===== src/rtl/attack_wave_scheduler.sv =====
// attack_wave_scheduler
// Sequences the four bone generators into timed attack waves separated by
// rest gaps. Once boss health reaches PHASE2_HEALTH it switches from the
// single-generator patterns to the two- and four-generator patterns. It also
// latches the win/loss outcome of the fight.
//
// Optional feature macro: ATTACK_SPEEDUP_EN
//   When defined, a REST taken while in phase 2 lasts max(REST_LEN>>1, 1) ticks.
//
// Ports:
//   CLOCK_50      in   system clock
//   reset         in   asynchronous active-high reset
//   enable        in   run/pause; low freezes all timing and blanks gen_en
//   boss_health   in   [5:0] current boss health-bar length
//   boss_defeated in   boss health exhausted -> WON
//   hit           in   any collision -> LOST (wins over boss_defeated)
//   gen_en        out  [3:0] generator enables {hor2, vert2, hor, vert}
//   state         out  [2:0] IDLE=0 WAVE=1 REST=2 WON=3 LOST=4
//   phase2        out  sticky phase-2 flag
//   wave_count    out  [7:0] waves started, saturating at 255
//   game_over     out  sticky loss
//   game_won      out  sticky win
module attack_wave_scheduler #(
  parameter int unsigned TICK_DIV      = 5_000_000,
  parameter int unsigned WAVE_LEN      = 20,
  parameter int unsigned REST_LEN      = 10,
  parameter int unsigned PHASE2_HEALTH = 30
) (
  input  logic       CLOCK_50,
  input  logic       reset,
  input  logic       enable,
  input  logic [5:0] boss_health,
  input  logic       boss_defeated,
  input  logic       hit,
  output logic [3:0] gen_en,
  output logic [2:0] state,
  output logic       phase2,
  output logic [7:0] wave_count,
  output logic       game_over,
  output logic       game_won
);

  localparam int unsigned PW       = $clog2(TICK_DIV);
  localparam int unsigned SLOT_MAX = (WAVE_LEN > REST_LEN) ? WAVE_LEN : REST_LEN;
  localparam int unsigned SW       = (SLOT_MAX > 1) ? $clog2(SLOT_MAX) : 1;

  localparam logic [PW-1:0] PRESC_LAST     = PW'(TICK_DIV - 1);
  localparam logic [SW-1:0] WAVE_LAST      = SW'(WAVE_LEN - 1);
  localparam logic [SW-1:0] REST_LAST_FULL = SW'(REST_LEN - 1);
  localparam logic [5:0]    P2_THRESH      = 6'(PHASE2_HEALTH);
`ifdef ATTACK_SPEEDUP_EN
  localparam int unsigned   REST_FAST      = ((REST_LEN >> 1) > 0) ? (REST_LEN >> 1) : 1;
  localparam logic [SW-1:0] REST_LAST_FAST = SW'(REST_FAST - 1);
`endif

  typedef enum logic [2:0] {
    S_IDLE = 3'd0,
    S_WAVE = 3'd1,
    S_REST = 3'd2,
    S_WON  = 3'd3,
    S_LOST = 3'd4
  } state_t;

  state_t          state_q, state_d;
  logic [PW-1:0]   presc_q, presc_d;
  logic [SW-1:0]   slot_q, slot_d;
  logic [1:0]      pat_idx_q, pat_idx_d;   // index the next wave will use
  logic [3:0]      cur_pat_q, cur_pat_d;   // pattern of the wave in progress
  logic            wave_p2_q, wave_p2_d;   // current wave was started in phase 2
  logic [3:0]      gen_en_q, gen_en_d;
  logic            phase2_q, phase2_d;
  logic [7:0]      wave_count_q, wave_count_d;
  logic            game_over_q, game_over_d;
  logic            game_won_q, game_won_d;

  logic            active_c;
  logic            run_c;
  logic            tick_c;
  logic [SW-1:0]   rest_last_c;

  // Generator enable set for a given phase and pattern index.
  function automatic logic [3:0] pattern(input logic p2, input logic [1:0] idx);
    logic [3:0] p;
    p = 4'b0000;
    if (!p2) begin
      p = idx[0] ? 4'b0010 : 4'b0001;
    end else begin
      case (idx)
        2'd0:    p = 4'b0101;
        2'd1:    p = 4'b1010;
        default: p = 4'b1111;
      endcase
    end
    return p;
  endfunction

  // Timing only advances while running inside a wave or rest.
  assign active_c = (state_q == S_WAVE) || (state_q == S_REST);
  assign run_c    = enable && active_c;
  assign tick_c   = run_c && (presc_q == PRESC_LAST);

  // Rest length, optionally shortened once phase 2 is armed.
  always_comb begin
    rest_last_c = REST_LAST_FULL;
`ifdef ATTACK_SPEEDUP_EN
    if (phase2_q) rest_last_c = REST_LAST_FAST;
`endif
  end

  // State register.
  always_ff @(posedge CLOCK_50 or posedge reset) begin
    if (reset) state_q <= S_IDLE;
    else       state_q <= state_d;
  end

  // Next state: hit beats boss_defeated, both beat the timer.
  always_comb begin
    state_d = state_q;
    if (state_q != S_WON && state_q != S_LOST) begin
      if (hit) begin
        state_d = S_LOST;
      end else if (boss_defeated) begin
        state_d = S_WON;
      end else begin
        case (state_q)
          S_IDLE:  if (enable) state_d = S_WAVE;
          S_WAVE:  if (tick_c && slot_q == WAVE_LAST) state_d = S_REST;
          S_REST:  if (tick_c && slot_q == rest_last_c) state_d = S_WAVE;
          default: state_d = state_q;
        endcase
      end
    end
  end

  // Next values of the counters, pattern bookkeeping and registered outputs.
  always_comb begin
    logic       entering;
    logic [1:0] wave_idx;
    presc_d      = presc_q;
    slot_d       = slot_q;
    pat_idx_d    = pat_idx_q;
    cur_pat_d    = cur_pat_q;
    wave_p2_d    = wave_p2_q;
    wave_count_d = wave_count_q;
    phase2_d     = phase2_q;
    game_over_d  = game_over_q;
    game_won_d   = game_won_q;
    gen_en_d     = 4'b0000;
    wave_idx     = pat_idx_q;
    entering     = (state_d != state_q);

    if (entering) begin
      presc_d = '0;
      slot_d  = '0;
    end else if (tick_c) begin
      presc_d = '0;
      slot_d  = slot_q + SW'(1);
    end else if (run_c) begin
      presc_d = presc_q + PW'(1);
    end

    if (state_q != S_WON && state_q != S_LOST && boss_health <= P2_THRESH)
      phase2_d = 1'b1;

    if (state_d == S_LOST) game_over_d = 1'b1;
    if (state_d == S_WON)  game_won_d  = 1'b1;

    // Pattern is chosen at wave entry; phase 2 restarts the index at 0.
    if (entering && state_d == S_WAVE) begin
      if (phase2_q && !wave_p2_q) wave_idx = 2'd0;
      cur_pat_d = pattern(phase2_q, wave_idx);
      wave_p2_d = phase2_q;
      if (phase2_q) pat_idx_d = (wave_idx == 2'd2) ? 2'd0 : wave_idx + 2'd1;
      else          pat_idx_d = {1'b0, ~wave_idx[0]};
      if (wave_count_q != 8'd255) wave_count_d = wave_count_q + 8'd1;
    end

    if (enable && state_d == S_WAVE) gen_en_d = cur_pat_d;
  end

  // Datapath and output registers.
  always_ff @(posedge CLOCK_50 or posedge reset) begin
    if (reset) begin
      presc_q      <= '0;
      slot_q       <= '0;
      pat_idx_q    <= 2'd0;
      cur_pat_q    <= 4'b0000;
      wave_p2_q    <= 1'b0;
      gen_en_q     <= 4'b0000;
      phase2_q     <= 1'b0;
      wave_count_q <= 8'd0;
      game_over_q  <= 1'b0;
      game_won_q   <= 1'b0;
    end else begin
      presc_q      <= presc_d;
      slot_q       <= slot_d;
      pat_idx_q    <= pat_idx_d;
      cur_pat_q    <= cur_pat_d;
      wave_p2_q    <= wave_p2_d;
      gen_en_q     <= gen_en_d;
      phase2_q     <= phase2_d;
      wave_count_q <= wave_count_d;
      game_over_q  <= game_over_d;
      game_won_q   <= game_won_d;
    end
  end

  assign state      = state_q;
  assign gen_en     = gen_en_q;
  assign phase2     = phase2_q;
  assign wave_count = wave_count_q;
  assign game_over  = game_over_q;
  assign game_won   = game_won_q;

endmodule


===== config.mk =====
export PLATFORM = sky130hd
export DESIGN_NAME = attack_wave_scheduler
export DESIGN_NICKNAME = d
export VERILOG_FILES = /design/src/rtl/attack_wave_scheduler.sv
export SDC_FILE = /design/constraint.sdc
export NUM_CORES = 1
export LEC_CHECK = 0
export ABC_AREA = 1
export CAP_MARGIN = 20
export CORE_ASPECT_RATIO = 0.8
export CORE_MARGIN = 5
export CORE_UTILIZATION = 35
export CTS_BUF_LIST = sky130_fd_sc_hd__clkbuf_8
export DETAILED_ROUTE_END_ITERATION = 7
export PLACE_DENSITY_LB_ADDON = 0.12
export SYNTH_ARGS = -nofsm -noshare
export SYNTH_HDL_FRONTEND = slang
export SYNTH_SLANG_ARGS = --single-unit

===== constraint.sdc =====
create_clock -name CLOCK_50 -period 2.66 [get_ports CLOCK_50]
set_input_delay 0.532 -clock CLOCK_50 [delete_from_list [all_inputs] [get_ports CLOCK_50]]
set_output_delay 0.532 -clock CLOCK_50 [all_outputs]
set_load 0.01 [all_outputs]

==> impl_metrics.yaml, run 1 <==
layout:
  drive_above_1_share: 0.117
  fillers: 1037
  syn_to_final_growth_pct: 16.9
  multiInputGateArea_mm2: 0.00180
  antenna_cells: 0
  nets: 508
  fin_area_mm2: 0.00401
  regArea_mm2: 0.00133
clock_tree:
  clockRootBuffer: "clkbuf_8"
  clk_latency_ps: 320
  clk_pin_slew_ps: 110
  cts_tree: "yes"
  holdBufCountCts: 0
  htree_num_levels: 2
  cts_max_path_buffers: 2
  cts_buffers: 5
  cts.sinks: 53
setup_path:
  cp_max_fo: 19
  end_kind: "flop"
  cp-start-kind: "flop"
  r2r_start: "presc_q[0]"
  cp.required_ps: 2870
  r2r_end: "presc_q[12]"
  rr_worst_depth: 15
  crit_arrival_ps: 2660
  rrSetupSlack_ps: 210
  critical_path_class: "reg -> reg"
logic_synthesis:
  yosysMostFrequentCell: "nand2_1"
  synth.ff_latch_count: 53
  synth_ff_type: "dfrtp_1"
  syn_inst: 457
  synth_cell_types: 36
  synth_commonest_cells: "nand2_1, nor2_1, dfrtp_1, inv_1, xor2_1"
  synth_nets: 472
  synth_top_area_cell: "dfrtp_1"
  ys.warnings.count: 0
  post_synth.cell_area_avg_um2: 7.50
  netlist_top_cells_area: "dfrtp_1, nand2_1, nor2_1, inv_1, xor2_1"
  syn-cell-area_mm2: 0.00343
  synth.top_cell.area_share: 0.387
  synth_edf_count: 0
  synthArstFlopShare: 1.00
  ys_seq_area_frac: 0.387
routing:
  viasPerCell: 4.80
  wire_per_inst_um: 13.1
  dr.pass1.iters: 4
  routed-via-count: 2945
  drc: 0
  first_iter_violations: 120
  postRouteAntennaNets: 0
  wl_um: 8050
timing:
  finClkSkew_ps: 12.6
  fin_hold_ws_ps: 481
  post-route-period-util: 0.923
  hold_viol_final: 0
  grt_setup_unrepaired: "yes"
  layout_min_cycle_time_ps: 2450
  max_clock_freq_mhz: 407
  setup_viol: 0
  tns_ps: 0
  worst_pin_slew_ps: 444
  slew_headroom: 0.702
  slew_violations: 0
min_path:
  hp-class: "reg -> reg"
  min_path_cells: 2
  hold_start: "cur_pat_q[3]"
  min_to: "cur_pat_q[3]"
floorplanning:
  boundaryPins: 29
  die_y_um: 98.5
  start_util: 0.357
  die_x_um: 121
  coreArea_mm2: 0.00961
  dieArea_mm2: 0.0119
  rows: 32
global_routing:
  antenna_found_initial: 0
  grt_pass1_wl_um: 13900
  grt_pass1_vias: 2858
  gr-total-overflow: 0
  grt_max_degree: 54
  track_usage: 0.142
pwr:
  p_per_area_mw_per_mm2: 387
  ir_worst_vdd_mv: 0.299
  power_mw: 1.55
  power_leakage_nw: 1.82
place:
  placed_cell_area_mm2: 0.00388
  gp_congestion: 0.859
  io_buffers: 28
  dpl.hpwl_um: 5960
job:
  drv_cap: 0
status:
  status: "finished, final reports clean"
==> stage by stage <==
stage,worst slack (ps),util,std cells
3_5_place_dp,-37.9,0.404,603
3_3_place_gp,63.7,0.404,603
5_1_grt,-18.4,0.417,613
2_1_floorplan,491,-,457
4_1_cts,86.0,0.414,611
6_report,205,0.417,613
==> worst max-delay path, cell delays in order, from the launching register on <==
cell and delay, ps:
dfrtp_1 390, ha_2 250, nand3_2 150, nor2_1 140, nand2_1 70, nor2_2 140, nand4_1 110, nand3_1 130
nand2_1 70, nand2_2 110, nor2_2 60, nor2_4 100, nand3_4 180, buf_6 230, o21ai_0 150, nand2_1 70
==> worst max-delay path by stage <==
stage / endpoint / slack, ps / cells after the start / start
floorplan: wave_count[7] / 490 / 17 / presc_q[0]
global placement: presc_q[12] / 60 / 13 / enable
detailed placement: presc_q[13] / -40 / 15 / enable
CTS: presc_q[13] / 90 / 17 / presc_q[1]
global route: wave_count[6] / -20 / 15 / presc_q[0]
finish: presc_q[12] / 210 / 15 / presc_q[0]
==> kinds of logic after synthesis <==
group,Yosys count,synth area share
AND/OR/NAND/NOR,270,0.374
buffers and inverters,70,0.0906
flip-flops,53,0.387
AO/OA/AOI/OAI,30,0.0570
XOR/XNOR,30,0.0767
adder cells (fa/ha/maj),4,0.0146
==> cell type report <==
class                      instances  area share
clock buffer                       6      0.0206
clock inverter                     2     0.00437
inverter                          56      0.0525
multi-input combinational        335       0.450
sequential                        53       0.331
tap                              119      0.0372
timing repair buffer              42       0.104
==> sequential cells by signal, indices dropped and copies added (netlist names) <==
| name | flops |
|---|---|
| cur_pat_q | 4 |
| game_over | 1 |
| game_won | 1 |
| gen_en | 4 |
| pat_idx_q | 2 |
| phase2 | 1 |
| presc_q | 23 |
| slot_q | 5 |
| state | 3 |
| wave_count | 8 |
| wave_p2_q | 1 |
==> routing by layer <==
metal  global-route usage  routed length, µm  vias to the layer above
met5                    0                  0                        -
met4               0.0340                 76                        0
met3               0.0316                269                        7
met2                0.206               3420                       41
met1                0.215               4290                     1379
li1                     -                  -                     1518
==> cells in the final DEF (no fill, tap or decap), types with 3 or more instances in the layout <==
| cell | instances |
|---|---|
| o21ai_1 | 6 |
| ha_1 | 3 |
| nand3_1 | 17 |
| inv_1 | 51 |
| buf_4 | 10 |
| clkbuf_8 | 6 |
| a21oi_1 | 7 |
| nor4_1 | 6 |
| nor3_1 | 13 |
| dfrtp_1 | 53 |
| nor2_4 | 3 |
| nand2_2 | 5 |
| clkdlybuf4s50_1 | 28 |
| nor2_1 | 65 |
| nor2_2 | 3 |
| nand3b_1 | 15 |
| nand4_1 | 17 |
| xor2_1 | 21 |
| o21ai_0 | 5 |
| nand2_1 | 117 |
| o21ai_2 | 7 |
| inv_2 | 5 |
| xnor2_1 | 9 |
==> report_power, final <==
part	total (mW)	switching, mW	internal, mW
Sequential	0.882	0.0420	0.840
Clock	0.514	0.297	0.217
Combinational	0.153	0.0811	0.0721
==> timing repair <==
item	4_1_cts	5_1_grt
resized for setup	0	4
endpoints found under the setup margin	0	36
setup buffers	0	1
Note: power is estimated with default switching activity, not from simulation.
==> run 2, diff against run 1 <==
==> constraint.sdc (replaced) <==
create_clock -name CLOCK_50 -period 2.5 [get_ports CLOCK_50]
set_input_delay 0.5 -clock CLOCK_50 [delete_from_list [all_inputs] [get_ports CLOCK_50]]
set_output_delay 0.5 -clock CLOCK_50 [all_outputs]
set_load 0.01 [all_outputs]
==> run 2 against run 1 <==
  * Register-to-register slack lost 110 ps
  * Worst hold slack gained 2.2 ps
  * Routed wire length grew 16%
  * Cell area grew 12%
==> impl_metrics.yaml, run 2 (same netlist as run 1, synthesis figures left out) <==
pwr:
  switching_power_mw: 0.463
  p_per_area_mw_per_mm2: 374
  p_comb_frac: 0.123
  power_leakage_nw: 2.08
  power_frac_seq: 0.547
  clkPwrFrac: 0.330
  ir_worst_vdd_mv: 0.201
  switching_share: 0.275
  power.internal_mw: 1.22
  power_mw: 1.69
routing:
  first_iter_violations: 200
  routed-via-count: 3178
  wl_um: 9360
  dr.pass1.iters: 4
  drc: 0
  wire_per_inst_um: 14.3
  postRouteAntennaNets: 0
  viasPerCell: 4.87
min_path:
  min_path_cells: 2
  hold_start: "cur_pat_q[3]"
  min_to: "cur_pat_q[3]"
  hp-class: "reg -> reg"
layout:
  multiInputGateArea_mm2: 0.00191
  syn_to_final_growth_pct: 31.5
  layout_common_cells: "nand2_1, nor2_1, inv_1"
  final_common_cell: "nand2_1"
  fin_area_mm2: 0.00450
  fillers: 959
  regMostFlops: "presc_q"
  regArea_mm2: 0.00134
  antenna_cells: 0
  drive_above_1_share: 0.223
  largest_reg_flops: 23
  nets: 548
timing:
  worst_pin_slew_ps: 578
  post-route-period-util: 0.963
  hold_viol_final: 0
  tns_ps: 0
  grt_setup_unrepaired: "yes"
  finClkSkew_ps: 8.58
  layout_min_cycle_time_ps: 2410
  max_clock_freq_mhz: 415
  setup_viol: 0
  slew_violations: 0
  slew_headroom: 0.614
place:
  gp_congestion: 0.947
  placed_cell_area_mm2: 0.00398
  io_buffers: 28
  dpl.hpwl_um: 6040
status:
  status: "finished, final reports clean"
clock_tree:
  cts.sinks: 53
  holdBufCountCts: 0
  clk_pin_slew_ps: 110
  clockRootBuffer: "clkbuf_8"
  cts_tree: "yes"
  htree_num_levels: 2
  cts_max_path_buffers: 2
  cts_buffers: 5
  clk_latency_ps: 330
floorplanning:
  die_x_um: 121
  die_y_um: 98.5
  boundaryPins: 29
  start_util: 0.357
  coreArea_mm2: 0.00961
  rows: 32
  dieArea_mm2: 0.0119
setup_path:
  critical_path_class: "reg -> reg"
  cp_max_fo: 5
  rr_worst_depth: 16
  rrSetupSlack_ps: 90
  cpPeakStageDelay_ps: 420
  cp-start-kind: "flop"
  r2r_start: "presc_q[0]"
  path_cells: "ha_4 -> nand3_4 -> nor2_2 -> nand2_1 -> nor2_4 -> nand4_1 -> nand3_2 -> nand2_1 -> nand2_2 -> nor2_4 -> nor2_4 -> nand3_4 -> nor2_4 -> clkbuf_16 -> nand2_1 -> nand2_1"
  crit_buf_inv: 1
  cpLargestDelayFamily: "simple AND/OR/NAND/NOR gates"
  crit_arrival_ps: 2680
  crit_path_top_delay_cell: "dfrtp_1"
  end_kind: "flop"
  r2r_end: "presc_q[17]"
  cp.required_ps: 2770
global_routing:
  track_usage: 0.144
  gr-total-overflow: 0
  grt_max_degree: 36
  antenna_found_initial: 0
  grt_pass1_wl_um: 13900
  grt_pass1_vias: 2870
job:
  drv_cap: 0
## run 2: changes by cell type in the layout (fill, tap and decap cells not counted), sizes merged
cell    previous run  this run
buf               14        49
nand3             21        22
clkbuf             6        10
## run 2: worst register-to-register path, stage by stage, from the launching register on
cell       delay [ps]
dfrtp_1           420
ha_4              170
nand3_4           100
nor2_2            100
nand2_1            90
nor2_4            140
nand4_1           110
nand3_2           100
nand2_1            60
nand2_2           110
nor2_4             50
nor2_4            140
nand3_4           130
nor2_4            290
clkbuf_16         220
nand2_1            60
nand2_1            60
## run 2: what timing repair did
| item | 4_1_cts | 5_1_grt |
|---|---|---|
| resized for setup | 0 | 31 |
| setup buffers | 0 | 23 |
| endpoints found under the setup margin | 0 | 42 |
## run 2: power by group through the flow
stage                     combinational [mW]  clock, mW  sequential (mW)
after floorplan                        0.108          0            0.943
after global placement                 0.193          0            0.939
after detailed placement               0.195          0            0.940
after CTS                              0.196      0.581            0.923
after global routing                   0.236      0.618            0.927
final                                  0.207      0.557            0.923
## run 2: cell type report
class                           instances  share of cell area
Clock inverter                          2             0.00389
Sequential cell                        53               0.296
Timing Repair Buffer                   81               0.178
Clock buffer                            6              0.0183
Multi-Input combinational cell        336               0.423
Inverter                               56              0.0472
Tap cell                              119              0.0331
## run 2: per-layer routing
metal,up-vias,wire length [µm],global-route usage,part of all wire
met5,-,0,0,0
met4,0,121,0.0418,0.013
met3,16,511,0.0333,0.055
met2,66,4120,0.210,0.44
met1,1492,4610,0.214,0.49
li1,1604,-,-,-
## run 2: worst max path at each step
stage                    start  slack (ps)  cells after the start             to
global placement        enable         -20                     14  wave_count[4]
detailed placement      enable         -80                     13    presc_q[12]
CTS                 presc_q[0]         100                     15    presc_q[12]
finish              presc_q[0]          90                     16    presc_q[17]
floorplan           presc_q[0]         330                     17  wave_count[7]
global route        presc_q[1]         -50                     18  wave_count[2]
## run 2: stage by stage
step / worst slack (ps) / std cells / hold slack (ps) / util
3_3_place_gp: -19.0 / 615 / 449 / 0.414
3_5_place_dp: -78.7 / 615 / 460 / 0.414
6_report: 92.5 / 653 / 483 / 0.469
4_1_cts: 100 / 623 / 487 / 0.425
2_1_floorplan: 331 / 457 / 437 / -
5_1_grt: -52.4 / 653 / 506 / 0.469
==> run 3, diff against run 2 <==
--- a/config.mk
+++ b/config.mk
@@ -6,13 +6,15 @@
 export NUM_CORES = 1
 export LEC_CHECK = 0
 export ABC_AREA = 1
+export ABC_CLOCK_PERIOD_IN_PS = 2500
 export CAP_MARGIN = 20
 export CORE_ASPECT_RATIO = 0.8
 export CORE_MARGIN = 5
-export CORE_UTILIZATION = 35
+export CORE_UTILIZATION = 25
 export CTS_BUF_LIST = sky130_fd_sc_hd__clkbuf_8
 export DETAILED_ROUTE_END_ITERATION = 7
 export PLACE_DENSITY_LB_ADDON = 0.12
+export SLEW_MARGIN = 20
 export SYNTH_ARGS = -nofsm -noshare
 export SYNTH_HDL_FRONTEND = slang
 export SYNTH_SLANG_ARGS = --single-unit
==> run 3 against run 2 <==
  * Critical path depth shrank 2
  * Via count shrank 3.5%
  * Clock skew shrank 1.9 ps
  * Cell area shrank 3.9%
  * Sequential share of layout area grew 0.99 points
  * Utilization shrank 15 points
  * Die area grew 36%
  * Combinational power shrank 4%
  * Register-to-register slack gained 120 ps
  * Count of clock-buffer cells in the layout shrank 1
  * Largest power group unchanged
  * Sequential power is essentially flat
  * Final cell count grew 7.5%
==> impl_metrics.yaml, run 3 (same netlist as run 1, synthesis figures left out) <==
setup_path:
  cp-start-kind: "flop"
  crit_cells: 14
  cpMostUsedCell: "nand2_1"
  rrSetupSlack_ps: 210
  r2r_start: "presc_q[1]"
  rr_worst_depth: 14
  crit_end: "wave_count[7]"
  critical_path.startpoint: "presc_q[1]"
  crit_buf_inv: 1
  end_kind: "flop"
  crit_path_top_delay_cell: "dfrtp_1"
  cpPeakStageDelay_ps: 440
  cp.required_ps: 2760
  path_cells: "ha_4 -> nand3_4 -> nor2_2 -> nand2_1 -> nor2_4 -> nand4_1 -> nand4_1 -> nand2_1 -> nand2_1 -> nand2_2 -> nor2_8 -> buf_4 -> nand3_4 -> o21ai_2"
  critical_path_class: "reg -> reg"
  crit_arrival_ps: 2550
  r2r_end: "wave_count[7]"
  cp_max_fo: 8
  cpLargestDelayFamily: "simple AND/OR/NAND/NOR gates"
job:
  drv_cap: 0
routing:
  postRouteAntennaNets: 0
  wl_um: 8940
  first_iter_violations: 206
  dr.pass1.iters: 4
  routed-via-count: 3067
  viasPerCell: 4.37
  drc: 0
  wire_per_inst_um: 12.7
layout:
  fin_area_mm2: 0.00433
  final_core_util: 0.321
  nets: 536
  regMostFlops: "presc_q"
  layout_common_cells: "nand2_1, nor2_1, dfrtp_1"
  multiInputGateArea_mm2: 0.00186
  regArea_mm2: 0.00133
  syn_to_final_growth_pct: 26.4
  antenna_cells: 0
  fillers: 1494
  largest_reg_flops: 23
  drive_above_1_share: 0.172
  final_common_cell: "nand2_1"
floorplanning:
  coreArea_mm2: 0.0135
  rows: 38
  dieArea_mm2: 0.0162
  die_x_um: 141
  die_y_um: 115
  start_util: 0.254
  boundaryPins: 29
timing:
  finClkSkew_ps: 6.69
  fin_hold_ws_ps: 483
  setup_ws_ps: 209
  hold_viol_final: 0
  setup_viol: 0
  max_clock_freq_mhz: 436
  worst_pin_slew_ps: 584
  slew_violations: 0
  grt_setup_unrepaired: "yes"
  layout_min_cycle_time_ps: 2290
  post-route-period-util: 0.917
  slew_headroom: 0.610
pwr:
  ir_worst_vdd_mv: 0.236
  p_per_area_mw_per_mm2: 379
  power_leakage_nw: 1.96
  power_mw: 1.64
place:
  placed_cell_area_mm2: 0.00411
  gp_congestion: 0.839
  dpl.hpwl_um: 6460
  io_buffers: 28
  dp_worst_setup_slack_ps: -116
clock_tree:
  clk_pin_slew_ps: 110
  cts.sinks: 53
  clockRootBuffer: "clkbuf_8"
  clk_latency_ps: 320
  htree_num_levels: 2
  cts_tree: "yes"
  cts_max_path_buffers: 2
  cts_buffers: 5
global_routing:
  gr-total-overflow: 0
  grt_pass1_wl_um: 14800
  grt_pass1_vias: 2998
  track_usage: 0.113
  antenna_found_initial: 0
  grt_max_degree: 29
status:
  status: "finished, final reports clean"
min_path:
  hp-class: "reg -> reg"
## run 3: what timing repair did
action | CTS | global route
resized for setup | 0 | 19
buffers inserted | 0 | 7
hold buffers | 0 | 0
setup endpoints to repair | 0 | 47
## run 3: layer usage
metal	GRT usage	wire length, µm	share of wire	up-vias
met2	0.171	3760	0.42	54
met5	0	0	0	-
li1	-	-	-	1581
met1	0.169	4770	0.53	1425
met3	0.0234	341	0.038	7
met4	0.0194	65	0.0073	0
## run 3: worst min-delay path by stage
stage / start / endpoint / cells after the start / slack [ps]
floorplan: cur_pat_q[0] / cur_pat_q[0] / 2 / 440
global placement: cur_pat_q[0] / cur_pat_q[0] / 2 / 450
detailed placement: cur_pat_q[3] / cur_pat_q[3] / 2 / 460
CTS: game_won / game_won / 1 / 490
global route: game_won / game_won / 1 / 500
finish: game_won / game_won / 1 / 480
## run 3: worst register-to-register path: stages (launching register included)
cell and delay [ps]:
dfrtp_1 440, ha_4 170, nand3_4 110, nor2_2 130
nand2_1 90, nor2_4 110, nand4_1 100, nand4_1 130
nand2_1 80, nand2_1 110, nand2_2 120, nor2_8 200
buf_4 150, nand3_4 130, o21ai_2 160
## run 3: metrics by stage
stage	instances	TNS, ps
after floorplan	457	0
after global placement	686	-541
after detailed placement	686	-2240
after CTS	694	0
after global routing	702	-29.9
final	702	0
## run 3: final cells by class
class                   count  area share
well taps                 180      0.0520
inverters                  56      0.0491
clock buffers               5      0.0159
flip-flops and latches     53       0.306
multi-input cells         335       0.430
repair buffers             70       0.143
clock inverters             3     0.00405
## run 3: power breakdown
| group | internal (mW) | total, mW | leakage [nW] | switching, mW |
|---|---|---|---|---|
| Clock | 0.197 | 0.521 | 0.0497 | 0.324 |
| Sequential | 0.894 | 0.924 | 0.712 | 0.0303 |
| Combinational | 0.0921 | 0.198 | 1.20 | 0.106 |
| Total | 1.18 | 1.64 | 1.96 | 0.460 |
